**config.mk**
```make
export PLATFORM = sky130hd
export DESIGN_NAME = pipe_stage_reg_flat
export DESIGN_NICKNAME = d
export VERILOG_FILES = /design/src/rtl/pipe_stage_reg_pkg.sv /design/src/rtl/pipe_stage_reg_if.sv /design/src/rtl/pipe_stage_reg_slice.sv /design/src/rtl/pipe_stage_reg.sv /design/src/flat_wrapper.sv
export SDC_FILE = /design/constraint.sdc
export NUM_CORES = 1
export LEC_CHECK = 0
export BUFFER_PORTS_ARGS = -buffer_cell sky130_fd_sc_hd__clkbuf_2
export CAP_MARGIN = 20
export CELL_PAD_IN_SITES_DETAIL_PLACEMENT = 0
export CELL_PAD_IN_SITES_GLOBAL_PLACEMENT = 1
export CORE_MARGIN = 4
export CORE_UTILIZATION = 29
export DETAILED_ROUTE_END_ITERATION = 6
export GPL_TIMING_DRIVEN = 0
export PLACE_DENSITY_LB_ADDON = 0.1
export SETUP_SLACK_MARGIN = 0.3
export SLEW_MARGIN = 20
export SYNTH_ARGS = -nofsm -noshare
export SYNTH_HDL_FRONTEND = slang
export SYNTH_HIERARCHICAL = 1
export SYNTH_SLANG_ARGS = --single-unit
```
**constraint.sdc**
```tcl
create_clock -name clk -period 1.42 [get_ports clk]
set_input_delay 0.284 -clock clk [delete_from_list [all_inputs] [get_ports clk]]
set_output_delay 0.284 -clock clk [all_outputs]
set_load 0.02 [all_outputs]
```
**src/rtl/pipe_stage_reg_pkg.sv**
```systemverilog
// ---------------------------------------------------------------------------
// pipe_pkg
// Shared definitions for the generic pipeline stage register:
//   DATA_W / ADDR_W / TNEW_W  default field widths of one slice
//   RESET_PC                  PC carried by reset values and bubbles
//   slice_t                   one pipeline slice {valid,pc,data,wa,we,tnew}
//   BUBBLE                    an empty slice
//   tnew_dec()                saturating Tnew countdown
// ---------------------------------------------------------------------------
package pipe_pkg;

  localparam int          DATA_W   = 32;
  localparam int          ADDR_W   = 5;
  localparam int          TNEW_W   = 2;
  localparam logic [31:0] RESET_PC = 32'h0000_3000;

  typedef struct packed {
    logic              valid;
    logic [31:0]       pc;
    logic [DATA_W-1:0] data;
    logic [ADDR_W-1:0] wa;
    logic              we;
    logic [TNEW_W-1:0] tnew;
  } slice_t;

  localparam slice_t BUBBLE = '{
    valid: 1'b0,
    pc:    RESET_PC,
    data:  '0,
    wa:    '0,
    we:    1'b0,
    tnew:  '0
  };

  // Counts down towards zero and then sticks there; never wraps.
  function automatic logic [TNEW_W-1:0] tnew_dec(input logic [TNEW_W-1:0] cur);
    return (cur == '0) ? '0 : cur - 1'b1;
  endfunction

endpackage

```
**src/rtl/pipe_stage_reg_if.sv**
```systemverilog
// ---------------------------------------------------------------------------
// pipe_stage_reg_if
// Bundle between the upstream stage / hazard unit and a pipe_stage_reg.
//   master : drives stall, flush, in_*, q_addr; observes out_*, q_hit, q_ready
//   slave  : the stage register itself
// ---------------------------------------------------------------------------
interface pipe_stage_reg_if #(
  parameter int DATA_W = 32,
  parameter int ADDR_W = 5,
  parameter int TNEW_W = 2
);

  logic              stall;
  logic              flush;
  logic              in_valid;
  logic [31:0]       in_pc;
  logic [DATA_W-1:0] in_data;
  logic [ADDR_W-1:0] in_wa;
  logic              in_we;
  logic [TNEW_W-1:0] in_tnew;
  logic              out_valid;
  logic [31:0]       out_pc;
  logic [DATA_W-1:0] out_data;
  logic [ADDR_W-1:0] out_wa;
  logic              out_we;
  logic [TNEW_W-1:0] out_tnew;
  logic [ADDR_W-1:0] q_addr;
  logic              q_hit;
  logic              q_ready;

  modport master (
    output stall, flush, in_valid, in_pc, in_data, in_wa, in_we, in_tnew, q_addr,
    input  out_valid, out_pc, out_data, out_wa, out_we, out_tnew, q_hit, q_ready
  );

  modport slave (
    input  stall, flush, in_valid, in_pc, in_data, in_wa, in_we, in_tnew, q_addr,
    output out_valid, out_pc, out_data, out_wa, out_we, out_tnew, q_hit, q_ready
  );

endinterface

```
**src/rtl/pipe_stage_reg_slice.sv**
```systemverilog
// ---------------------------------------------------------------------------
// pipe_slice
// One register slice of the pipeline stage.
//   clk    clock
//   reset  synchronous, active-low; loads a bubble (beats stall and flush)
//   stall  hold contents; tnew still counts down
//   flush  load a bubble regardless of stall
//   d      slice presented at the input
//   q      registered slice
// ---------------------------------------------------------------------------
module pipe_slice
  import pipe_pkg::*;
#(
  parameter logic [31:0] RESET_PC = pipe_pkg::RESET_PC
) (
  input  logic   clk,
  input  logic   reset,
  input  logic   stall,
  input  logic   flush,
  input  slice_t d,
  output slice_t q
);

  slice_t bubble;
  slice_t loaded;
  slice_t slice_reg;
  slice_t slice_next;

  always_comb begin
    bubble    = BUBBLE;
    bubble.pc = RESET_PC;

    // A non-valid instruction must never look like a pending writer.
    loaded      = d;
    loaded.we   = d.valid & d.we;
    loaded.tnew = d.valid ? tnew_dec(d.tnew) : '0;

    // Hold: everything frozen except the result-ready countdown.
    slice_next      = slice_reg;
    slice_next.tnew = tnew_dec(slice_reg.tnew);

    if (flush) begin
      slice_next = bubble;
    end else if (!stall) begin
      slice_next = loaded;
    end
  end

  always_ff @(posedge clk) begin
    if (!reset) begin
      slice_reg <= bubble;
    end else begin
      slice_reg <= slice_next;
    end
  end

  assign q = slice_reg;

endmodule

```
**src/rtl/pipe_stage_reg.sv**
```systemverilog
// ---------------------------------------------------------------------------
// pipe_stage_reg
// Generic pipeline stage register: DEPTH chained slices carrying PC, payload,
// write-back descriptor and Tnew, with stall/flush and a forwarding query.
//   clk    clock
//   reset  synchronous, active-low
//   bus    pipe_stage_reg_if.slave: stall, flush, in_*, q_addr in;
//          out_*, q_hit, q_ready out (out_we/q_hit/q_ready combinational)
// ---------------------------------------------------------------------------
module pipe_stage_reg
  import pipe_pkg::*;
#(
  parameter int          DATA_W   = pipe_pkg::DATA_W,
  parameter int          ADDR_W   = pipe_pkg::ADDR_W,
  parameter int          TNEW_W   = pipe_pkg::TNEW_W,
  parameter int          DEPTH    = 1,
  parameter logic [31:0] RESET_PC = pipe_pkg::RESET_PC
) (
  input  logic             clk,
  input  logic             reset,
  pipe_stage_reg_if.slave  bus
);

  // stage[0] is the input; stage[gi+1] is the output of slice gi.
  slice_t stage [DEPTH+1];
  slice_t last;

  assign stage[0] = '{
    valid: bus.in_valid,
    pc:    bus.in_pc,
    data:  bus.in_data,
    wa:    bus.in_wa,
    we:    bus.in_we,
    tnew:  bus.in_tnew
  };

  generate
    for (genvar gi = 0; gi < DEPTH; gi++) begin : g_slice
      // Only the entry slice is flushed; later slices drain normally.
      pipe_slice #(
        .RESET_PC (RESET_PC)
      ) u_slice (
        .clk   (clk),
        .reset (reset),
        .stall (bus.stall),
        .flush ((gi == 0) ? bus.flush : 1'b0),
        .d     (stage[gi]),
        .q     (stage[gi+1])
      );
    end
  endgenerate

  assign last = stage[DEPTH];

  assign bus.out_valid = last.valid;
  assign bus.out_pc    = last.pc;
  assign bus.out_data  = last.data;
  assign bus.out_wa    = last.wa;
  assign bus.out_tnew  = last.tnew;

  // r0 is hard-wired zero, so a write to it is never a forwarding source.
  assign bus.out_we  = last.valid & last.we & (last.wa != '0);
  assign bus.q_hit   = bus.out_we & (last.wa == bus.q_addr) & (bus.q_addr != '0);
  assign bus.q_ready = bus.q_hit & (last.tnew == '0);

endmodule

```
**src/flat_wrapper.sv**
```systemverilog
// flat-port wrapper written by rule: the top's interface ports become plain ports
module pipe_stage_reg_flat import pipe_pkg::*;
#(
  parameter int          DATA_W   = pipe_pkg::DATA_W,
  parameter int          ADDR_W   = pipe_pkg::ADDR_W,
  parameter int          TNEW_W   = pipe_pkg::TNEW_W,
  parameter int          DEPTH    = 1,
  parameter logic [31:0] RESET_PC = pipe_pkg::RESET_PC
)
  (clk, reset, bus_stall, bus_flush, bus_in_valid, bus_in_pc, bus_in_data, bus_in_wa, bus_in_we, bus_in_tnew, bus_q_addr, bus_out_valid, bus_out_pc, bus_out_data, bus_out_wa, bus_out_we, bus_out_tnew, bus_q_hit, bus_q_ready);
  pipe_stage_reg_if #(.DATA_W(DATA_W), .ADDR_W(ADDR_W), .TNEW_W(TNEW_W)) bus_i ();
  input  logic clk;
  input  logic reset;
  input wire logic [$bits(bus_i.stall)-1:0] bus_stall;
  input wire logic [$bits(bus_i.flush)-1:0] bus_flush;
  input wire logic [$bits(bus_i.in_valid)-1:0] bus_in_valid;
  input wire logic [$bits(bus_i.in_pc)-1:0] bus_in_pc;
  input wire logic [$bits(bus_i.in_data)-1:0] bus_in_data;
  input wire logic [$bits(bus_i.in_wa)-1:0] bus_in_wa;
  input wire logic [$bits(bus_i.in_we)-1:0] bus_in_we;
  input wire logic [$bits(bus_i.in_tnew)-1:0] bus_in_tnew;
  input wire logic [$bits(bus_i.q_addr)-1:0] bus_q_addr;
  output wire logic [$bits(bus_i.out_valid)-1:0] bus_out_valid;
  output wire logic [$bits(bus_i.out_pc)-1:0] bus_out_pc;
  output wire logic [$bits(bus_i.out_data)-1:0] bus_out_data;
  output wire logic [$bits(bus_i.out_wa)-1:0] bus_out_wa;
  output wire logic [$bits(bus_i.out_we)-1:0] bus_out_we;
  output wire logic [$bits(bus_i.out_tnew)-1:0] bus_out_tnew;
  output wire logic [$bits(bus_i.q_hit)-1:0] bus_q_hit;
  output wire logic [$bits(bus_i.q_ready)-1:0] bus_q_ready;
  assign bus_i.stall = bus_stall;
  assign bus_i.flush = bus_flush;
  assign bus_i.in_valid = bus_in_valid;
  assign bus_i.in_pc = bus_in_pc;
  assign bus_i.in_data = bus_in_data;
  assign bus_i.in_wa = bus_in_wa;
  assign bus_i.in_we = bus_in_we;
  assign bus_i.in_tnew = bus_in_tnew;
  assign bus_i.q_addr = bus_q_addr;
  assign bus_out_valid = bus_i.out_valid;
  assign bus_out_pc = bus_i.out_pc;
  assign bus_out_data = bus_i.out_data;
  assign bus_out_wa = bus_i.out_wa;
  assign bus_out_we = bus_i.out_we;
  assign bus_out_tnew = bus_i.out_tnew;
  assign bus_q_hit = bus_i.q_hit;
  assign bus_q_ready = bus_i.q_ready;
  pipe_stage_reg #(.DATA_W(DATA_W), .ADDR_W(ADDR_W), .TNEW_W(TNEW_W), .DEPTH(DEPTH), .RESET_PC(RESET_PC)) u_core (.clk(clk), .reset(reset), .bus(bus_i));
endmodule
```
# ---- After elaboration in Yosys (flattened, before gate mapping)
# Cells that the tools add are included.
dict set report word_totals {
  register_bits 73
  output_inout_bits 75
}
dict set report classes {
  eq_ne 1
  bitwise 7
  n_mux 4
  n_addsub 2
  n_reduce_logical 5
}
# op n
set op_table {}
lappend op_table {{nonzero test 5 bit} 2}
lappend op_table {{2-to-1 mux 2 bit} 4}
lappend op_table {{bitwise AND 1 bit} 6}
lappend op_table {{== test 5 bit} 1}
lappend op_table {{logical NOT 2 bit} 2}
lappend op_table {{subtractor 2 x 1 -> 2 bit (second input constant)} 2}
lappend op_table {{OR reduction 2 bit} 1}
lappend op_table {{inverter 1 bit} 1}

# ---- Logic depth before layout (Yosys ltp)
# Gate-level depths: netlist (run 1).
dict set report depth {
  ltp_word 5
  depth_mapped 5
  ltp_nobuf 4
}

# ---- Modules after synthesis
# The synthesis (run 1) kept the hierarchy.
# mod instances seq_area_each_um2 area_per_inst_um2 cells_per_inst
set modules_own_cells {}
lappend modules_own_cells {pipe_slice 1 1461.4 2668.8 240}
lappend modules_own_cells {pipe_stage_reg 1 0.0 100.1 13}

# ---- Least setup slack after synthesis (run 1)
# OpenSTA, ideal clock, no wires.
dict set report synth_path {
  kind {register -> output}
  start {reg u_core.g_slice[0].u_slice.slice_reg, in the netlist u_core/g_slice[0].u_slice/q[5]}
  end {out bus_q_ready}
  arrival_time_ps 1673
  path_stages_with_launch 5
  slack_ps -537
  t_required_ps 1136
  cell_sequence {dfxtp_1 -> or3_1 -> o311a_1 -> and4b_1 -> nor3b_2}
}
dict set report synth_between {
  elab_chain_len 5
  word_cells_on_any_way 6
}
# item line_no
set synth_lines {}
lappend synth_lines {{start: declaration} pipe_stage_reg_slice.sv:26} ;# slice_t slice_reg;
lappend synth_lines {{start signal: assignment} pipe_stage_reg_slice.sv:51} ;# slice_reg <= bubble;
lappend synth_lines {{start signal: assignment} pipe_stage_reg_slice.sv:53} ;# slice_reg <= slice_next;
lappend synth_lines {{nonzero test 5 bit} pipe_stage_reg.sv:62} ;# assign bus.out_we = last.valid & last.we & (last.wa != '0);
lappend synth_lines {{bitwise AND 1 bit} pipe_stage_reg.sv:62}
lappend synth_lines {{named net bus_out_we} flat_wrapper.sv:27} ;# output wire logic [$bits(bus_i.out_we)-1:0] bus_out_we;
lappend synth_lines {{bitwise AND 1 bit (2 in a row)} pipe_stage_reg.sv:63} ;# assign bus.q_hit = bus.out_we & (last.wa == bus.q_addr) & (bus.q_addr != '0);
lappend synth_lines {{named net bus_q_hit} flat_wrapper.sv:29} ;# output wire logic [$bits(bus_i.q_hit)-1:0] bus_q_hit;
lappend synth_lines {{bitwise AND 1 bit} pipe_stage_reg.sv:64} ;# assign bus.q_ready = bus.q_hit & (last.tnew == '0);
lappend synth_lines {{end: declaration} flat_wrapper.sv:30} ;# output wire logic [$bits(bus_i.q_ready)-1:0] bus_q_ready;
# The timed path passes the listed nets, and every way through them passes these cells.

# ---- Worst setup path in the final report (run 1)
dict set report layout_path {
  start {reg u_core.g_slice[0].u_slice.slice_reg, in the netlist u_core/g_slice[0].u_slice/q[6]}
  end {out bus_q_ready}
}
dict set report layout_between {
  elab_chain_len 5
  word_cells_on_any_way 6
}
# item line_no
set layout_lines {}
lappend layout_lines {{nonzero test 5 bit} pipe_stage_reg.sv:62}
lappend layout_lines {{bitwise AND 1 bit} pipe_stage_reg.sv:62}
lappend layout_lines {{bitwise AND 1 bit (*) (2 in a row)} pipe_stage_reg.sv:63}
lappend layout_lines {{bitwise AND 1 bit (*)} pipe_stage_reg.sv:64}
# Every way passes the cells marked *; elsewhere a longest branch is shown, timed or not.

==> results of run 1 <==
[logic make-up (layout without fill, tap and decap cells)]
logic type | after synthesis | count (layout)
compound gates | 8 | 8
simple gates | 82 | 82
buf+inv | 18 | 197
mux | 68 | 68
flops | 73 | 73
xor+xnor | 4 | 4
[power groups by stage]
stage / registers (mW) / clock network, mW / logic (mW)
floorplan: 2.28 / 0 / 0.262
global placement: 2.20 / 0 / 0.563
detailed placement: 2.20 / 0 / 0.567
CTS: 2.16 / 2.16 / 0.671
global route: 2.19 / 2.26 / 0.752
finish: 2.18 / 2.10 / 0.692
[placed cells by master (no fill, tap or decap), types with 2 or more instances in the layout]
| cell | count |
|---|---|
| xor2_1 | 4 |
| buf_4 | 8 |
| buf_2 | 4 |
| nor2b_1 | 2 |
| clkbuf_8 | 19 |
| a211o_1 | 2 |
| nor2_1 | 68 |
| buf_6 | 4 |
| buf_12 | 5 |
| bufinv_16 | 3 |
| nand3b_1 | 2 |
| mux2i_1 | 68 |
| dfxtp_2 | 66 |
| buf_8 | 68 |
| a21oi_1 | 5 |
| clkbuf_2 | 81 |
| clkbuf_1 | 3 |
| dfxtp_4 | 6 |
[stage by stage]
step | setup WS [ps] | utilization | instance area [sq um] | setup TNS [ps] | instances
after floorplan | -399 | - | 2790 | -609 | 253
after global placement | -468 | 0.401 | 3730 | -832 | 537
after global routing | -808 | 0.528 | 4900 | -2110 | 561
after CTS | -763 | 0.515 | 4780 | -2020 | 559
final | -739 | 0.528 | 4900 | -1930 | 561
after detailed placement | -468 | 0.401 | 3730 | -831 | 537
[per-layer routing]
metal	up-vias	global-route usage
li1	1192	-
met1	1095	0.177
met2	86	0.224
met3	9	0.0459
met4	0	0.0444
met5	-	0
[layout make-up]
class                           count  share of cell area
Buffer                             17              0.0362
Clock buffer                       12              0.0337
Clock inverter                      4              0.0199
Inverter                            1            0.000765
Multi-Input combinational cell    162               0.235
Sequential cell                    73               0.319
Tap cell                          129              0.0329
Timing Repair Buffer              163               0.322
[final timing paths]
check                                                       end                             from  slack, ps
worst min register to register  u_core/g_slice[0].u_slice/q[52]  u_core/g_slice[0].u_slice/q[52]        490
worst max-delay path                                bus_q_ready   u_core/g_slice[0].u_slice/q[6]       -740
worst max register to register   u_core/g_slice[0].u_slice/q[4]   u_core/g_slice[0].u_slice/q[4]        560
worst min-delay path            u_core/g_slice[0].u_slice/q[24]                  bus_in_data[16]        170
[repair_timing]
action,4_1_cts,5_1_grt
pin swaps,1,0
endpoints found under the setup margin,75,72
buffers inserted,6,2
endpoints found under the hold margin,0,0
resized for setup,222,76
[worst register-to-register path, stage by stage (launching register included)]
cell	delay, ps
dfxtp_4	360
buf_4	130
buf_6	110
mux2i_1	120
nor2_1	50
==> results_dict.tcl, run 1 <==
set metrics [dict create \
    status "complete, but fails checks" \
    violations "setup timing" \
    crit_slowest_cell "or3_4" \
    synthArstFlopShare 0 \
    area_growth_pct 77.1 \
    arrival_ps 1880 \
    cts-root-buf "clkbuf_8" \
    grt_pass1_wl_mm 12.6 \
    fin_skew_ps 0.702 \
    layout_worst_path_cycle_share 1.52 \
    whs_ps 174 \
    critical_path.max_fanout 2 \
    wl_mm 7.59 \
    synth_most_common_cell "dfxtp_1" \
    grt-ovfl-total 0 \
    cellLeakagePower_nw 2.32 \
    power_frac_comb 0.139 \
    crit_type "reg2out" \
    yosysSeqAreaShare 0.528 \
    numCtsBuffers 9 \
    syn_area_sq_um 2770 \
    hold_viol_final 0 \
    grt_pass1_vias 2547 \
    r2r_cells 4 \
    setup_ws_ps -739 \
    hp-class "in2reg" \
    route.detailed.drc 0 \
    grt_antenna_before_repair 0 \
    yosysUniqueCellTypes 26 \
    fillers 874 \
    wl_met1_mm 3.34 \
    synth-simple-area-share 0.130 \
    cts_hold_buffers 0 \
    ir_drop_v 0.000545 \
    first_pass_iters 4 \
    synth_nets 335 \
    die_width_um 106 \
    startpoint_type "flip-flop" \
    largest_reg_flops 73 \
    cts_buffer_depth 2 \
    ys_ff_latch 73 \
    ys_top_cells_by_count "dfxtp_1, mux2i_1, nor2_1" \
    diodes 0 \
    fin_nets 509 \
    finalPower_mw 4.97 \
    power_density_nw_per_um2 1010 \
    track_usage 0.140 \
    dr_wl_met3_um 606 \
    synth_top_family_by_area "multiplexers" \
    rsz0062_at_grt "true" \
    drtIter0Drc 43 \
    synth-adder-area-share 0 \
    muxShareOfSynthArea 0.246 \
    cts_tree "yes" \
    vias 2382 \
    gp_routability_congestion 0.690 \
    rows 35 \
    p_clk_frac 0.423 \
    synth_xor_area_frac 0.0127 \
    place_hpwl_mm 5.45 \
    synth_cells 253 \
    synth_compound_area_frac 0.0190 \
    cts_sinks 73 \
    multi_input_area_sq_um 1150 \
    ys.flop_type "dfxtp_1" \
    dieArea_sq_um 11200 \
    power_switching_mw 1.14 \
    cp.depth 5 \
    maxCapViolations 0 \
    path_buf_inv 1 \
    grt_start_max_net_pins 13 \
    routed.top_layer "met4" \
    coreArea_sq_um 9280 \
    synth_area_leaders "dfxtp_1, mux2i_1, nor2_1" \
    slew_headroom 0.676 \
    cp_cell_sequence "or3_4, o311a_4, and4b_2, nor3b_4, clkbuf_8" \
    drive_gt1_frac 0.623 \
    seq_power_share 0.438 \
    setup_viol_count_final 3 \
    insertion_delay_ps 330 \
    die_h_um 106 \
    max_clock_freq_mhz 463 \
    seqCellArea_sq_um 1570 \
    syn_avg_cell_area_sq_um 10.9 \
    cts.clk_slew.worst_paths_ps 80 \
    numPortBuffers 155 \
    pin_count 157 \
    whs_path_depth 3 \
    ys_warn_count 6 \
    wl_met2_mm 3.55 \
    switching_share 0.229 \
    drv_slew 0 \
    cts_max_level 3 \
    max_stage_delay_ps 380 \
    p_int_mw 3.83 \
    required_ps 1140 \
    initial_core_util 0.298 \
    critical-path-top-delay-family "simple AND/OR/NAND/NOR gates" \
    worst_setup_path_end_kind "output port" \
    period_needed_ps 2160 \
    ant_nets 0 \
    wire_per_inst_um 13.5 \
    tightestPinTransition_ps 486 \
    synth_top_area_frac 0.528 \
    synth_edf_count 0 \
    yosysTopAreaCell "dfxtp_1" \
    viasPerCell 4.25 \
]
No activity file was read; power rests on OpenSTA's default activity.
==> run 2, diff against run 1 <==
clock period = 1.9 ns   (was 1.42 ns; I/O delays follow)
==> run 2 against run 1 <==
Effect of this change:
- the flow still finishes with violations (setup timing)
- clock power is 26% lower
- largest power group unchanged
- clock skew is essentially flat
- utilization down 9.2 points
- non-clock buffer count decreased by 4
- worst hold slack improved by 96 ps
- sequential power decreased by 26%
- die area unchanged
- sequential share of layout area increased by 4.2 points
- critical path depth did not move
- register-to-register slack better by 570 ps
- clock-buffer cell count stayed put
- critical path type unchanged
==> results_dict.tcl, run 2 (synthesized netlist as in run 1, its figures left out) <==
set metrics [dict create \
    place_hpwl_mm 5.45 \
    drv_slew 0 \
    drtIter0Drc 44 \
    fin_nets 505 \
    placed_cell_area_sq_um 3730 \
    p_clk_frac 0.435 \
    ir_drop_v 0.000403 \
    seq_power_share 0.447 \
    power_density_nw_per_um2 885 \
    dieArea_sq_um 11200 \
    numPortBuffers 155 \
    cts_buffer_depth 2 \
    p_int_mw 2.77 \
    power_switching_mw 0.824 \
    vias 2333 \
    grt_pass1_vias 2358 \
    final_cell_mix "clkbuf_2, dfxtp_1, mux2i_1, nor2_1, clkbuf_8" \
    rows 35 \
    ant_nets 0 \
    crit_type "reg2out" \
    grt-ovfl-total 0 \
    pin_count 157 \
    gp_routability_congestion 0.690 \
    first_pass_iters 4 \
    rsz0062_at_grt "true" \
    tightestPinTransition_ps 487 \
    finalNonFillerCells 557 \
    critical_path.max_fanout 2 \
    wl_mm 7.29 \
    viasPerCell 4.19 \
    violations "setup timing" \
    largest_reg_flops 73 \
    switching_share 0.230 \
    status "complete, but fails checks" \
    startpoint_type "flip-flop" \
    maxCapViolations 0 \
    cts.clk_slew.worst_paths_ps 80 \
    initial_core_util 0.298 \
    hold_viol_final 0 \
    whs_ps 271 \
    cellLeakagePower_nw 2.07 \
    route.detailed.drc 0 \
    track_usage 0.132 \
    diodes 0 \
    worst_setup_path_end_kind "output port" \
    max_clock_freq_mhz 442 \
    drive_gt1_frac 0.453 \
    numCtsBuffers 9 \
    slew_headroom 0.675 \
    post-place-cells 537 \
    final_common_cell "clkbuf_2" \
    power_frac_comb 0.118 \
    r2r_cells 2 \
    wire_per_inst_um 13.1 \
    layout_worst_path_cycle_share 1.19 \
    fillers 965 \
    insertion_delay_ps 330 \
    area_growth_pct 46.4 \
    setup_ws_ps -364 \
    arrival_ps 1880 \
    coreArea_sq_um 9280 \
    required_ps 1520 \
    grt_antenna_before_repair 0 \
    cts_sinks 73 \
    grt_pass1_wl_mm 11.9 \
    die_width_um 106 \
    grt_start_max_net_pins 13 \
    period_needed_ps 2260 \
    fin_skew_ps 0.262 \
    setup_viol_count_final 3 \
    cts_max_level 3 \
    dp_slack_ps -180 \
    finalInstanceArea_sq_um 4050 \
    whs_path_depth 3 \
    cts_tree "yes" \
    hp-class "in2reg" \
    die_h_um 106 \
    cts-root-buf "clkbuf_8" \
]
## run 2: cell types whose count changed in the layout (fill, tap and decap cells not counted), moves of 2 or more
cell	before	now
clkbuf_8	19	13
buf_4	8	6
dfxtp_2	66	2
buf_8	68	3
dfxtp_1	1	71
clkbuf_2	81	152
buf_6	4	1
dfxtp_4	6	0
## run 2: critical path: stages (launching register included)
cell      delay [ps]
dfxtp_2          330
or3_4            380
o311a_4          310
and4b_2          230
nor3b_4          150
clkbuf_8         160
## run 2: routing by layer
layer / vias up / GRT usage / wire [um]
met1: 1055 / 0.166 / 3280
met3: 9 / 0.0465 / 636
li1: 1183 / - / -
met4: 0 / 0.0444 / 87
met5: - / 0 / 0
met2: 86 / 0.209 / 3290
## run 2: power groups by stage
stage               Sequential [mW]  Clock, mW  Combinational, mW
floorplan                      1.70          0              0.196
global placement               1.64          0              0.421
detailed placement             1.64          0              0.424
CTS                            1.61       1.62              0.428
global route                   1.61       1.68              0.465
finish                         1.61       1.56              0.423
## run 2: through the flow
| stage | power (mW) | TNS (ps) | utilization |
|---|---|---|---|
| floorplan | 1.90 | -14.9 | - |
| global placement | 2.06 | -214 | 0.401 |
| detailed placement | 2.07 | -210 | 0.401 |
| CTS | 3.65 | -882 | 0.436 |
| global route | 3.76 | -956 | 0.437 |
| finish | 3.59 | -762 | 0.437 |
## run 2: final timing paths
| kind | from | end | slack [ps] |
|---|---|---|---|
| hold reg to reg | u_core/g_slice[0].u_slice/q[52] | u_core/g_slice[0].u_slice/q[52] | 470 |
| setup reg to reg | u_core/g_slice[0].u_slice/q[0] | u_core/g_slice[0].u_slice/q[0] | 1130 |
| setup / recovery | u_core/g_slice[0].u_slice/q[6] | bus_q_ready | -360 |
| hold / removal | bus_in_data[16] | u_core/g_slice[0].u_slice/q[24] | 270 |
## run 2: what timing repair did
item / CTS / global route
gates resized for setup: 6 / 3
pin swaps: 1 / 0
buffers inserted: 4 / 0
endpoints found under the hold margin: 0 / 0
setup endpoints to repair: 3 / 3
hold buffers: 0 / 0
## run 2: area by class of cell
type                    instances  area (sq um)  area share
flip-flops and latches         73          1460       0.361
multi-input cells             162          1150       0.284
repair buffers                159           835       0.206
plain buffers                  17           176      0.0435
clock buffers                  12           165      0.0407
well taps                     129           161      0.0398
clock inverters                 4          97.6      0.0241
inverters                       1          3.75    0.000926
